<file path="src/rtl/sha256_msg_padder_pkg.sv">
// Shared types, constants and helpers for the SHA-256 message padder.
// Optional build macro SHA256_PAD_BSWAP_EN byte-reverses every fetched message word.
package sha256_pkg;

  localparam int          WORDS_PER_BLOCK = 16;
  localparam logic [31:0] PAD_WORD        = 32'h8000_0000;

  typedef enum logic [1:0] {
    ST_IDLE,
    ST_FETCH,
    ST_DRAIN,
    ST_PRESENT
  } pad_state_e;

  // Blocks needed for 'words' message words plus the pad word and the 64-bit length.
  function automatic int num_blocks(input int words);
    return (words + 2) / WORDS_PER_BLOCK + 1;
  endfunction

  function automatic logic [31:0] fmt_mem_word(input logic [31:0] w);
`ifdef SHA256_PAD_BSWAP_EN
    return {w[7:0], w[15:8], w[23:16], w[31:24]};
`else
    return w;
`endif
  endfunction

endpackage

</file>
<file path="src/rtl/sha256_msg_padder_pad_sel.sv">
// Combinational slot-value selector: message word, pad word, length words or zero.
module sha256_pad_sel
  import sha256_pkg::*;
(
  input  logic [15:0] i_g,
  input  logic [11:0] i_blk,
  input  logic [3:0]  i_slot,
  input  logic [11:0] i_nb,
  input  logic [63:0] i_msg_bits,
  input  logic [31:0] i_mem_word,
  output logic [31:0] o_value,
  output logic        o_is_mem
);

  logic [15:0] w_num_words;
  logic        w_last_blk;

  // Message length in words is recoverable from the bit length (always a multiple of 32).
  assign w_num_words = i_msg_bits[20:5];
  assign w_last_blk  = (i_blk == i_nb - 12'd1);

  // NOTE: every output of a combinational block gets a default first, so no path can infer a latch.
  always_comb begin
    o_value  = '0;
    o_is_mem = 1'b0;
    if (i_g < w_num_words) begin
      o_is_mem = 1'b1;
      o_value  = fmt_mem_word(i_mem_word);
    end else if (i_g == w_num_words) begin
      o_value = PAD_WORD;
    end else if (w_last_blk && i_slot == 4'd14) begin
      o_value = i_msg_bits[63:32];
    end else if (w_last_blk && i_slot == 4'd15) begin
      o_value = i_msg_bits[31:0];
    end
  end

endmodule

</file>
<file path="src/rtl/sha256_msg_padder.sv">
// Fetches a message from word memory, pads it for SHA-256 and presents 512-bit blocks.
// Optional build macro SHA256_PAD_BSWAP_EN byte-reverses message words before buffering.
module sha256_msg_padder
  import sha256_pkg::*;
#(
  parameter int NUM_OF_WORDS = 20,
  parameter int MEM_LAT      = 1
) (
  input  logic         clk,
  input  logic         reset,
  input  logic         start,
  input  logic [15:0]  message_addr,
  output logic         busy,
  output logic         done,
  output logic         mem_re,
  output logic [15:0]  mem_addr,
  input  logic [31:0]  mem_read_data,
  output logic         blk_valid,
  input  logic         blk_ready,
  output logic [511:0] blk_data,
  output logic         blk_first,
  output logic         blk_last
);

  if (MEM_LAT != 1 || NUM_OF_WORDS < 1 || NUM_OF_WORDS > 1000) begin : g_param_chk
    $error("sha256_msg_padder: MEM_LAT must be 1 and NUM_OF_WORDS within 1..1000");
  end

  localparam logic [11:0] NB       = 12'(num_blocks(NUM_OF_WORDS));
  localparam logic [11:0] LAST_BLK = NB - 12'd1;
  localparam logic [63:0] MSG_BITS = 64'(NUM_OF_WORDS) * 64'd32;

  pad_state_e  r_state, w_next;
  logic [15:0] r_base;
  logic [11:0] r_blk;
  logic [3:0]  r_slot;
  logic        r_rd_pend;
  logic [3:0]  r_rd_slot;
  logic        r_done;
  logic [31:0] r_buf [WORDS_PER_BLOCK];

  logic [15:0] w_g;
  logic [31:0] w_slot_val;
  logic        w_slot_is_mem;
  logic        w_last_blk;

  assign w_g        = {r_blk, r_slot};
  assign w_last_blk = (r_blk == LAST_BLK);

  sha256_pad_sel u_pad_sel (
    .i_g        (w_g),
    .i_blk      (r_blk),
    .i_slot     (r_slot),
    .i_nb       (NB),
    .i_msg_bits (MSG_BITS),
    .i_mem_word (mem_read_data),
    .o_value    (w_slot_val),
    .o_is_mem   (w_slot_is_mem)
  );

  always_comb begin
    w_next    = r_state;
    busy      = (r_state != ST_IDLE);
    done      = r_done;
    mem_re    = 1'b0;
    mem_addr  = '0;
    blk_valid = 1'b0;
    blk_first = 1'b0;
    blk_last  = 1'b0;
    blk_data  = '0;
    unique case (r_state)
      ST_IDLE: begin
        if (start) w_next = ST_FETCH;
      end
      ST_FETCH: begin
        mem_re = w_slot_is_mem;
        if (w_slot_is_mem) mem_addr = r_base + w_g;
        if (r_slot == 4'd15) w_next = ST_DRAIN;
      end
      ST_DRAIN: begin
        w_next = ST_PRESENT;
      end
      ST_PRESENT: begin
        blk_valid = 1'b1;
        blk_first = (r_blk == 12'd0);
        blk_last  = w_last_blk;
        for (int i = 0; i < WORDS_PER_BLOCK; i++) blk_data[511-32*i -: 32] = r_buf[i];
        if (blk_ready) w_next = w_last_blk ? ST_IDLE : ST_FETCH;
      end
      default: w_next = ST_IDLE;
    endcase
  end

  // NOTE: sequential state uses non-blocking assignments only, so every flop sees pre-edge values.
  always_ff @(posedge clk) begin
    if (reset) begin
      r_state   <= ST_IDLE;
      r_base    <= '0;
      r_blk     <= '0;
      r_slot    <= '0;
      r_rd_pend <= 1'b0;
      r_rd_slot <= '0;
      r_done    <= 1'b0;
    end else begin
      r_state   <= w_next;
      r_done    <= 1'b0;
      r_rd_pend <= 1'b0;
      unique case (r_state)
        ST_IDLE: begin
          if (start) begin
            r_base <= message_addr;
            r_blk  <= '0;
            r_slot <= '0;
          end
        end
        ST_FETCH: begin
          r_slot <= r_slot + 4'd1;
          if (w_slot_is_mem) begin
            r_rd_pend <= 1'b1;
            r_rd_slot <= r_slot;
          end
        end
        ST_PRESENT: begin
          if (blk_ready) begin
            if (w_last_blk) r_done <= 1'b1;
            else            r_blk  <= r_blk + 12'd1;
          end
        end
        default: ;
      endcase
    end
  end

  // NOTE: the block buffer has no reset; blk_data is forced to zero outside PRESENT instead.
  // Memory data lands one cycle after its read, in the slot recorded at issue time.
  always_ff @(posedge clk) begin
    if (r_state == ST_FETCH && !w_slot_is_mem) r_buf[r_slot] <= w_slot_val;
    if (r_rd_pend) r_buf[r_rd_slot] <= fmt_mem_word(mem_read_data);
  end

endmodule

</file>
<file path="config.mk">
export PLATFORM = sky130hd
export DESIGN_NAME = sha256_msg_padder
export DESIGN_NICKNAME = d
export VERILOG_FILES = /design/src/rtl/sha256_msg_padder_pkg.sv /design/src/rtl/sha256_msg_padder_pad_sel.sv /design/src/rtl/sha256_msg_padder.sv
export SDC_FILE = /design/constraint.sdc
export NUM_CORES = 1
export LEC_CHECK = 0
export CORE_MARGIN = 1.5
export CORE_UTILIZATION = 54
export CTS_BUF_LIST = sky130_fd_sc_hd__clkbuf_4 sky130_fd_sc_hd__clkbuf_8
export DETAILED_ROUTE_END_ITERATION = 12
export HOLD_SLACK_MARGIN = 0.12
export PLACE_DENSITY = 0.83
export SYNTH_ARGS = -nofsm -noshare
export SYNTH_HDL_FRONTEND = slang
export SYNTH_HIERARCHICAL = 1
export SYNTH_SLANG_ARGS = --single-unit
</file>
<file path="constraint.sdc">
create_clock -name clk -period 5.7 [get_ports clk]
set_input_delay 1.14 -clock clk [delete_from_list [all_inputs] [get_ports clk]]
set_output_delay 1.14 -clock clk [all_outputs]
set_load 0.05 [all_outputs]
</file>
==> results by group <==
Run status
  – Outcome: finished clean

Setup path
  – Critical path startpoint category: register
  – Most Frequent Cell on Critical Path: buf_4
  – Kind of critical path: register to primary output
  – Critical-path top delay cell: clkdlybuf4s50_1
  – CP Capture Type: primary output
  – Worst reg2reg path depth: 10
  – Crit-path max cell delay: 0.70 ns
  – Cells along the critical path: ha_1, nand4_1, nor4_1, a21boi_0, and4b_1, buf_4, nand2_1, buf_4, clkinvlp_4, buf_4, clkdlybuf4s50_1
  – Crit path max fanout: 36
  – Crit path DAT: 4.13 ns
  – Req. time, crit path: 4.56 ns

STA
  – Post-layout min period: 5.27 ns
  – Final hold vios: 0
  – Setup Skew: 0.0288 ns
  – Slew HR: 15.0%
  – RSZ-0062 raised after global routing: no
  – Final setup violation count: 0
  – Final period utilization: 92.4%
  – Top achievable clock speed: 190 MHz
  – Setup tns final: 0 ns
  – Slew @ Worst Pin: 1.27 ns
  – Slew Viols, Final: 0

Pwr
  – Power Density: 286 nW/um2
  – Peak supply drop: 0.180 mV
  – Power Total: 11.1 mW
  – P_leak: 13.5 nW

Clocking
  – Clock Tree Root: clkbuf_8
  – CTS Buffer Depth: 3
  – H-tree lvl count: 3
  – Clock sink count: 552
  – Num CTS Buffers: 89
  – Worst-skew pair later-pin latency: 0.69 ns
  – Clock transition at path regs: 0.06 ns
  – CTS tree: done

Logic synthesis
  – Post-Syn Area: 29800 um2
  – Synth cell types: 69
  – Mapped Cells: 2355
  – Asr flop ratio synth: 0%
  – Ys flop type: edfxtp_1
  – Synth warn: 6
  – Avg Inst Size Synth: 12.7 um2
  – Post-synth EDFFs: 512
  – Post-synthesis sequential area ratio: 54.2%
  – #FFs+latches synth: 552

Routing
  – DR DRC count: 0
  – Initial DRC Count: 2037
  – Antenna viol nets, final: 0
  – Pre-antenna DRT Iters: 6
  – WL final: 98700 um
  – Vias per std cell: 5.85
  – Vias: 22.1k
  – WL per Instance: 26.2 um

Global route
  – Largest net degree at the start of global routing: 308
  – Total track usage: 34.5%
  – GRT overflow: 0
  – Vias in the first global route: 22.1k
  – First-pass GRT wire length: 144000 um
  – Initial antenna violation count: 0

Die
  – Core region area: 54200 um2
  – Starting Density: 55.0%
  – Die Wd: 238 um
  – I/O Pins: 586
  – Rows: 85
  – Full die area: 56700 um2
  – Die Span Y: 238 um

Job
  – Max Cap Viol: 0

Worst hold path
  – Hold Crit Depth: 2
  – Min-delay worst type: register to register

Cells and area
  – Area Overhead vs Synth: 29.9%
  – Fin cells: 3774
  – Nets: 3109
  – Layout cells sized above 1: 26.0%
  – Final Util: 71.5%

Place
  – Cells after DPL: 3616
  – Placer Congestion: 0.947
  – IO buf count: 585
  – Final HPWL DP: 67000 um
[report_power, final]
part           internal (mW)  switching (mW)  leakage [nW]  total, mW
Clock                   1.68            1.62         0.862       3.30
Sequential              4.52          0.0527          4.93       4.58
Combinational           1.07            2.17          7.68       3.23
Total                   7.27            3.84          13.5       11.1
[per-stage QoR]
stage | cell area [um2] | hold WS [ns] | worst slack, ns
after CTS | 38700 | 0.467 | 0.282
after global routing | 38800 | 0.480 | 0.0720
final | 38800 | 0.466 | 0.435
after detailed placement | 37100 | 0.458 | 1.05
after floorplan | 30300 | 0.441 | 0.466
after global placement | 37100 | 0.452 | 1.09
[path summary, 6_finish.rpt]
| kind | from | to | slack, ns |
|---|---|---|---|
| worst min register to register | r_base[0] | r_base[0] | 0.47 |
| worst max-delay path | r_blk[9] | mem_re | 0.43 |
| worst min-delay path | r_base[0] | r_base[0] | 0.47 |
| worst max register to register | r_blk[9] | r_buf[7][17] | 1.53 |
[per-layer routing]
metal  part of all wire (%)  vias to the layer above  GRT usage [%]
li1                       -                     9639              -
met1                     38                    10900           43.5
met2                     48                     1319           57.0
met3                    7.9                      269           5.65
met4                    5.6                        0           19.1
met5                      0                        -              0
[kinds of logic after synthesis]
logic type	Yosys count	share of synthesized area (%)
XOR/XNOR	23	0.675
buffers and inverters	247	3.43
adder cells (fa/ha/maj)	43	1.83
AND/OR/NAND/NOR	769	14.9
multiplexers	547	20.5
AO/OA/AOI/OAI	172	4.42
other	2	0.0252
flip-flops	552	54.2
[critical path: cells and delay by family (launching register included)]
kind,cells,cell delay (ns)
AO/OA/AOI/OAI,1,0.23
buffers and inverters,5,1.55
adder cells (fa/ha/maj),1,0.37
flip-flops,1,0.45
AND/OR/NAND/NOR,4,0.81
[state kept, by name, indices dropped and copies added, names as in the netlist]
signal,flops
r_rd_slot,4
r_buf,512
r_blk,12
r_base,16
r_slot,4
r_rd_pend,1
r_state,2
done,1
[area by class of cell]
type / instances / area [um2]
Sequential cell: 552 / 16200
Timing Repair Buffer: 656 / 6400
Multi-Input combinational cell: 1676 / 13500
Fill cell: 3623 / 15500
Clock inverter: 45 / 272
Tap cell: 696 / 871
Antenna cell: 1 / 2.50
Clock buffer: 109 / 1380
Inverter: 39 / 150
[cell usage after synthesis, drive strengths merged (10+ instances only)]
library cell,count,area [um2]
a21oi,45,225
and2,513,3210
buf,54,298
clkbuf,154,578
dfxtp,40,801
edfxtp,512,15400
ha,42,526
inv,39,146
mux2,513,5780
mux2i,34,340
nand2,112,420
nand2b,10,62.6
nand3,16,90.1
nor2,50,190
nor3,16,80.1
o21ai,27,135
o22ai,10,62.6
o31ai,33,407
xnor2,15,131
[what timing repair did]
action,in CTS,in global routing
buffers inserted,0,3
resized for setup,0,1
hold buffers,0,0
setup endpoints to repair,0,1
[placed cells by master, fill, tap and decap left out, drive strengths merged, types with 37 or more instances in the layout]
master         Yosys  routed
nor2              50      50
edfxtp           512     512
inv               39      40
ha                42      42
clkbuf           154     109
nand2            112     112
mux2             513     513
clkdlybuf4s50      0     579
clkinv             0      37
conb               2     122
buf               54      77
a21oi             45      45
dfxtp             40      40
and2             513     513
(Power assumes the default switching activity.)
